==> src/rtl/q_policy_walker.sv <==
// Greedy-policy walker over a Q-table: emits one argmax action per step until target or step limit.
// Optional Q_POLICY_LOOP_DETECT_EN adds a visited bitmap and a loop_abort output.
module q_policy_walker #(
  parameter int unsigned GRID_W    = 6,
  parameter int unsigned GRID_H    = 6,
  parameter int unsigned Q_W       = 32,
  parameter int unsigned MAX_STEPS = 64
) (
  input  logic           clk,
  input  logic           rst,
  input  logic           start,
  input  logic [5:0]     start_state,
  input  logic [5:0]     target_state,
  output logic           q_rd_en,
  output logic [7:0]     q_rd_addr,
  input  logic [Q_W-1:0] q_rd_data,
  output logic           act_valid,
  input  logic           act_ready,
  output logic [1:0]     act_out,
  output logic [5:0]     act_state,
  output logic           busy,
  output logic           done,
  output logic           reached,
  output logic [6:0]     step_count
`ifdef Q_POLICY_LOOP_DETECT_EN
  ,
  output logic           loop_abort
`endif
);

  localparam int unsigned N_STATES = GRID_W * GRID_H;

  typedef enum logic [2:0] {
    S_IDLE, S_CHECK, S_FETCH, S_CMP, S_EMIT, S_DONE
  } state_t;

  state_t                 state, state_n;
  logic [5:0]             cur, tgt, nbr;
  logic [5:0]             cur_row, cur_col;
  logic [3:0]             mask;
  logic                   pend;
  logic [1:0]             pend_act;
  logic signed [Q_W-1:0]  best_val;
  logic [1:0]             best_act;
  logic                   best_vld;
  logic                   better;
  logic                   loop_hit;
  logic                   at_goal;
  logic                   at_limit;

`ifdef Q_POLICY_LOOP_DETECT_EN
  logic [N_STATES-1:0]    visited;
  assign loop_hit = visited[cur];
`else
  assign loop_hit = 1'b0;
`endif

  assign cur_row  = 6'(32'(cur) / GRID_W);
  assign cur_col  = 6'(32'(cur) % GRID_W);
  assign at_goal  = (cur == tgt);
  assign at_limit = (step_count == 7'(MAX_STEPS));

  // Moves that would leave the grid are never candidates
  always_comb begin
    mask    = 4'b0000;
    mask[0] = (cur_row == 6'd0);
    mask[1] = (cur_col == 6'(GRID_W - 1));
    mask[2] = (cur_row == 6'(GRID_H - 1));
    mask[3] = (cur_col == 6'd0);
  end

  // Strict greater-than keeps the lowest index on ties (actions arrive in ascending order)
  assign better = pend && !mask[pend_act] &&
                  (!best_vld || ($signed(q_rd_data) > best_val));

  always_comb begin
    nbr = cur;
    case (act_out)
      2'd0:    nbr = cur - 6'(GRID_W);
      2'd1:    nbr = cur + 6'd1;
      2'd2:    nbr = cur + 6'(GRID_W);
      default: nbr = cur - 6'd1;
    endcase
  end

  always_ff @(posedge clk or posedge rst) begin
    if (rst) state <= S_IDLE;
    else     state <= state_n;
  end

  always_comb begin
    state_n = state;
    case (state)
      S_IDLE:  if (start) state_n = S_CHECK;
      S_CHECK: begin
        if (at_goal || loop_hit || at_limit) state_n = S_DONE;
        else                                 state_n = S_FETCH;
      end
      S_FETCH: if (q_rd_addr[1:0] == 2'd3) state_n = S_CMP;
      S_CMP:   state_n = S_EMIT;
      S_EMIT:  if (act_ready) state_n = S_CHECK;
      S_DONE:  state_n = S_IDLE;
      default: state_n = S_IDLE;
    endcase
  end

  // Datapath and registered outputs
  always_ff @(posedge clk or posedge rst) begin
    if (rst) begin
      cur        <= '0;
      tgt        <= '0;
      q_rd_en    <= 1'b0;
      q_rd_addr  <= '0;
      pend       <= 1'b0;
      pend_act   <= '0;
      best_val   <= '0;
      best_act   <= '0;
      best_vld   <= 1'b0;
      act_valid  <= 1'b0;
      act_out    <= '0;
      act_state  <= '0;
      busy       <= 1'b0;
      done       <= 1'b0;
      reached    <= 1'b0;
      step_count <= '0;
`ifdef Q_POLICY_LOOP_DETECT_EN
      visited    <= '0;
      loop_abort <= 1'b0;
`endif
    end else begin
      done     <= (state_n == S_DONE);
      q_rd_en  <= (state_n == S_FETCH);
      pend     <= q_rd_en;
      pend_act <= q_rd_addr[1:0];
      if (state_n == S_FETCH)
        q_rd_addr <= {cur, (state == S_FETCH) ? q_rd_addr[1:0] + 2'd1 : 2'd0};

      if (state == S_CHECK) begin
        best_vld <= 1'b0;
      end else if (better) begin
        best_vld <= 1'b1;
        best_val <= $signed(q_rd_data);
        best_act <= pend_act;
      end

      case (state)
        S_IDLE: if (start) begin
          cur        <= start_state;
          tgt        <= target_state;
          step_count <= '0;
          reached    <= 1'b0;
          busy       <= 1'b1;
`ifdef Q_POLICY_LOOP_DETECT_EN
          visited    <= '0;
          loop_abort <= 1'b0;
`endif
        end
        S_CHECK: begin
          if (at_goal) reached <= 1'b1;
`ifdef Q_POLICY_LOOP_DETECT_EN
          else if (loop_hit) loop_abort <= 1'b1;
          if (state_n == S_FETCH) visited[cur] <= 1'b1;
`endif
        end
        S_CMP: begin
          act_valid <= 1'b1;
          act_out   <= better ? pend_act : best_act;
          act_state <= cur;
        end
        S_EMIT: if (act_ready) begin
          act_valid <= 1'b0;
          cur       <= nbr;
          if (!at_limit) step_count <= step_count + 7'd1;
        end
        S_DONE:  busy <= 1'b0;
        default: ;
      endcase
    end
  end

endmodule

==> config.mk <==
export PLATFORM = sky130hd
export DESIGN_NAME = q_policy_walker
export DESIGN_NICKNAME = d
export VERILOG_FILES = /design/src/rtl/q_policy_walker.sv
export SDC_FILE = /design/constraint.sdc
export NUM_CORES = 1
export LEC_CHECK = 0
export ABC_AREA = 1
export BUFFER_PORTS_ARGS = -buffer_cell sky130_fd_sc_hd__buf_2
export CAP_MARGIN = 0
export CORE_UTILIZATION = 60
export CTS_BUF_LIST = sky130_fd_sc_hd__clkbuf_8
export DETAILED_ROUTE_END_ITERATION = 7
export PLACE_DENSITY = 0.83
export SYNTH_ARGS = -nofsm -noshare
export SYNTH_HDL_FRONTEND = slang
export SYNTH_SLANG_ARGS = --single-unit
==> constraint.sdc <==
create_clock -name clk -period 6.8 [get_ports clk]
set_input_delay 0.68 -clock clk [delete_from_list [all_inputs] [get_ports clk]]
set_output_delay 0.68 -clock clk [all_outputs]
set_load 0.1 [all_outputs]
# [Word level (Yosys, flattened, before mapping)]
# Cells that the tools add are included.
[classes] addsub=6 div=2 magnitude_cmp=2 n_eq_ne=18 mux=26 bitwise_logic=1 reduce_logical=22
[ops] cell="$div A6 B3 Y32 const B" n=1
[ops] cell="$gt A32 B32 Y1" n=1
[ops] cell="$mod A6 B3 Y32 const B" n=1
[ops] cell="$mux W7" n=3
[ops] cell="$pmux W6 S3" n=1
[ops] cell="$pmux W3 S5" n=1
[ops] cell="$pmux W7 S2" n=1
[ops] cell="$eq A6 B3 Y1 const B" n=2
[ops] cell="$logic_not A6 Y1" n=2
[ops] cell="$mux W3" n=4
[ops] cell="$mux W6" n=2
[ops] cell="$pmux W6 S2" n=1
[ops] cell="$reduce_bool A2 Y1" n=5
[ops] cell="$eq A3 B2 Y1 const B" n=3
[ops] cell="$eq A3 B3 Y1 const B" n=3
[ops] cell="$ne A2 B2 Y1 const B" n=4
[ops] cell="$reduce_and A2 Y1" n=4
[ops] cell="$add A7 B1 Y7 const B" n=1
[ops] cell="$eq A7 B7 Y1 const B" n=1
[ops] cell="$mux W1" n=7
[ops] cell="$add A6 B1 Y6 const B" n=1
[ops] cell="$add A6 B3 Y6 const B" n=1
[ops] cell="$eq A6 B6 Y1" n=1
[ops] cell="$pmux W1 S2" n=3
[ops] cell="other kinds (17)" n=23
[word_totals] ff_bits=81 input_bits=48 out_inout_bits=28 wordCells=94

# [Logic depth before layout (Yosys ltp)]
[logic_depth] word_depth=9 ltp_mapped=27

# [Worst setup path after synthesis]
# No wires, ideal clock.
[synth_timing] path_type="register -> register" startpoint="register act_out[0]" endpoint="register cur[5]" t_arrival_ns=2.832 t_required_ns=6.670 slack_ns=3.838 path_stages_with_launch=15 n_path_buf=1 period_less_slack_ns=2.962 cell_sequence="dfrtp_1 -> clkbuf_1 -> nand2_1 -> ha_1 -> nand2_1 -> nor2_1 -> a211oi_1 -> or2_2 -> nand2_1 -> a21oi_1 -> a21boi_0 -> o21ai_0 -> nand3_1 -> o211ai_1 -> o21ai_0"
[synth_via] elab_chain_cells=4
[synth_rtl] element="from (decl)" line_no="19" text="output logic [1:0] act_out,"
[synth_rtl] element="from (signal assigned)" line_no="167" text="act_out <= better ? pend_act : best_act;"
[synth_rtl] element="$eq A2 B2 Y1, or another cell as far along" line_no="78" text="case (act_out)"
[synth_rtl] element="$pmux W6 S3 *" line_no="78"
[synth_rtl] element="$mux W6 *" line_no="170" text="S_EMIT: if (act_ready) begin"
[synth_rtl] element="$pmux W6 S2 *" line_no="146" text="case (state)"
[synth_rtl] element="to (signal assigned)" line_no="148" text="cur <= start_state;"
[synth_rtl] element="to (signal assigned)" line_no="172" text="cur <= nbr;"
[synth_rtl] element="to (decl)" line_no="38" text="logic [5:0] cur, tgt, nbr;"
# Mark *: on every way between the ends. The rest lies on a longest branch, timed or not. The select of a mux whose other input is x is not followed.
# A chain may end at the register's enable or synchronous reset.

# [Worst setup path after layout]
[layout_timing] startpoint="register cur[4]" endpoint="register best_val[10]"
[layout_via] elab_chain_cells=8
[layout_rtl] element="$mod A6 B3 Y32 or $div A6 B3 Y32 (tied branches)" line_no="59, 58"
[layout_rtl] element="$eq A6 B3 Y1, or another cell as far along" line_no="67" text="mask[1] = (cur_col == 6'(GRID_W - 1));"
[layout_rtl] element="$bmux W1 S2 *" line_no="73" text="assign better = pend && !mask[pend_act] &&"
[layout_rtl] element="$mux W1 (implied by the code) *" line_no="73"
[layout_rtl] element="$logic_not A1 Y1 *" line_no="73"
[layout_rtl] element="$logic_and A1 B1 Y1 * (2 in series)" line_no="73"
[layout_rtl] element="$reduce_and A2 Y1 (no source line) *"
[layout_rtl] element="to (signal assigned)" line_no="142" text="best_val <= $signed(q_rd_data);"
[layout_rtl] element="to (decl)" line_no="43" text="logic signed [Q_W-1:0] best_val;"
# Marked as above.

==> flow_summary.yaml <==
run_status:
  status: "finished clean"
setup_path:
  crit_type: "reg -> reg"
  startpoint_type: "register"
  slowest_delay_ps: 730
  crit_chain: "ha_1 > inv_1 > nand3_2 > nand4_1 > nand3_2 > nand3_1 > nand2_1 > nand2_1 > inv_1 > ha_1 > nand2_1 > nand3_1 > nand2_1 > nand2_2 > nand4_4 > o21ai_0"
  r2r_start: "cur[4]"
  cp-end-kind: "register"
  r2r_setup_slack_ps: 2940
  regToRegEndpoint: "best_val[10]"
  cp_slowest_cell: "nand4_4"
  path_delay_family: "simple AND/OR/NAND/NOR gates"
  cp_common_cell: "nand2_1"
  critPathMaxFanout: 67
  critPathBufInv: 2
  ff2ff_path_depth: 16
  cp.required_ps: 7040
  cp.arrival_ps: 4100
synthesis:
  syn_inst: 646
  synthXorXnorAreaFrac: 0.00514
  ys_ff_latch: 81
  yosysTopAreaCell: "dfrtp_1"
  synth_ff_type: "dfrtp_1"
  yosys.area.top_type_share: 0.397
  syn-num-nets: 740
  synth_fa_ha_area_frac: 0.116
  syn_area_per_cell_um2: 7.91
  yosysSeqAreaShare: 0.397
  synth_compound_area_frac: 0.132
  syn_area_um2: 5110
  synth_cell_types: 46
  synthMuxAreaShare: 0
  synth-edff-count: 0
  ys_warn_count: 0
  synth-async-reset-ratio: 1.00
  synth_top_family_by_area: "simple AND/OR/NAND/NOR gates"
  synthSimpleGateAreaFrac: 0.234
  synth_area_leaders: "dfrtp_1, ha_1, nand2_1"
grt:
  antenna_found_initial: 0
  grt_max_degree: 82
  track_usage: 0.269
  grt_pass1_wl_mm: 18.7
  grt_overflow: 0
  grt_pass1_vias: 4270
finish:
  seqCellArea_um2: 2030
  fillerInstances: 656
  drive_gt1_frac: 0.175
  finalInstanceArea_um2: 5700
  fin_nets: 810
  multi_input_comb_area_um2: 2490
  area_growth_pct: 11.7
  num_antenna_cells: 0
  final_util: 0.694
clock_tree:
  cts_resized: 0
  cts.clk_slew.worst_paths_ps: 80
  post_cts_buffers: 0
  clockBufferDepth: 2
  postCtsHoldBufs: 0
  cts_buffers: 9
  h-tree-depth: 3
  cts_tree: "done"
  cts_root_buf: "clkbuf_8"
  insertion_delay_ps: 350
  cts_num_sinks: 81
drt:
  routed_wl_mm: 11.1
  via_per_inst: 5.37
  first_iter_violations: 214
  drtAntennaViolNets: 0
  post_drt_wl_per_cell_um: 13.5
  dr.pass1.iters: 5
  vias: 4428
  drc_errors: 0
job:
  maxCapViolations: 0
worst_hold_path:
  hold_start: "q_rd_en"
  hold_path_class: "reg -> reg"
  min_to: "pend"
  min_path_cells: 0
placed_design:
  place_ws_ps: 2920
  dpl.hpwl_mm: 8.10
  port_buffers: 75
  place_area_um2: 5490
  gp_congestion: 0.935
floorplanning:
  boundaryPins: 76
  dieArea_um2: 8880
  coreArea_um2: 8220
  die_w_um: 94.3
  start_util: 0.622
  row_count: 33
  die_y_um: 94.3
timing:
  finalSetupViolations: 0
  skew_ps: 10.9
  fin_crit_sh: 0.568
  tns_ps: 0
  timing.slew.headroom: 0.321
  fmax_mhz: 259
  rsz0062_at_grt: "no"
  fin_ws_ps: 2940
  period_needed_ps: 3860
  hold_viol: 0
  maxSlewViolCount: 0
  max_slew.worst_pin.slew_ps: 1020
## synth_stat cells, drive strengths merged (2+ instances only)
cell,number
a211oi,2
o21a,3
fa,2
nand2,150
buf,12
nor2,37
nor4,3
nor3,7
clkbuf,5
nand3,37
dfrtp,81
clkinv,3
nand4,12
inv,121
xnor2,2
o21ai,77
nand3b,2
o211ai,6
a21oi,29
ha,44
nor3b,2
## per-layer routing
metal | share of wire | wire length (µm) | track usage | up-vias
met4 | 0.027 | 299 | 0.117 | 0
li1 | - | - | - | 2215
met3 | 0.053 | 593 | 0.0429 | 24
met5 | 0 | 0 | 0 | -
met1 | 0.44 | 4910 | 0.335 | 2060
met2 | 0.48 | 5310 | 0.457 | 129
## registers in the layout, summed over array words and instances (netlist names)
| signal | count |
|---|---|
| busy | 1 |
| act_out | 2 |
| best_act | 2 |
| tgt | 6 |
| q_rd_en | 1 |
| act_valid | 1 |
| state | 3 |
| q_rd_addr | 8 |
| step_count | 7 |
| reached | 1 |
| pend | 1 |
| act_state | 6 |
| best_vld | 1 |
| pend_act | 2 |
| best_val | 32 |
| done | 1 |
| cur | 6 |
## cell families (layout without fill, tap and decap cells)
kind of cell,Yosys count,count (layout)
AO/OA/AOI/OAI,123,123
adder cells (fa/ha/maj),46,46
XOR/XNOR,3,3
AND/OR/NAND/NOR,252,252
buffers and inverters,141,215
flip-flops,81,81
## stage by stage
step	hold slack [ps]	cells
3_3_place_gp	364	810
6_report	391	825
4_1_cts	396	825
5_1_grt	415	825
2_1_floorplan	453	646
3_5_place_dp	376	810
## worst max-delay path by stage
stage | startpoint | to | slack [ps] | cells after the start
after floorplan | act_out[0] | cur[5] | 3840 | 14
after global placement | cur[4] | best_val[11] | 3230 | 19
after detailed placement | cur[4] | best_val[10] | 2920 | 19
after CTS | cur[4] | best_val[10] | 2920 | 19
after global routing | cur[4] | best_val[11] | 2510 | 19
final | cur[4] | best_val[10] | 2940 | 16
## placed cells by master, fill, tap and decap left out, types with 3 or more instances in the layout
cell type,netlist,routed
ha_1,44,44
nand2_2,12,12
o21ai_1,26,26
inv_1,117,118
dfrtp_1,81,81
nor3_1,6,6
nand3_1,30,30
o21ai_2,4,4
nand4_1,9,9
o21a_1,3,3
o211ai_1,6,6
clkbuf_8,0,10
nor4_1,3,3
a21oi_1,29,29
buf_2,6,75
o21ai_0,47,47
nor2_1,34,34
clkinv_1,3,3
nand3_2,6,6
nand2_1,137,137
inv_2,4,4
## final cells by class
cell class,instances,share of cell area
well taps,105,0.0230
multi-input cells,424,0.436
clock inverters,5,0.0127
inverters,124,0.0818
flip-flops and latches,81,0.355
repair buffers,76,0.0671
clock buffers,10,0.0241
Power is not shown: default switching activity piles up to over one toggle a cycle in this logic, so the estimate is an artifact.
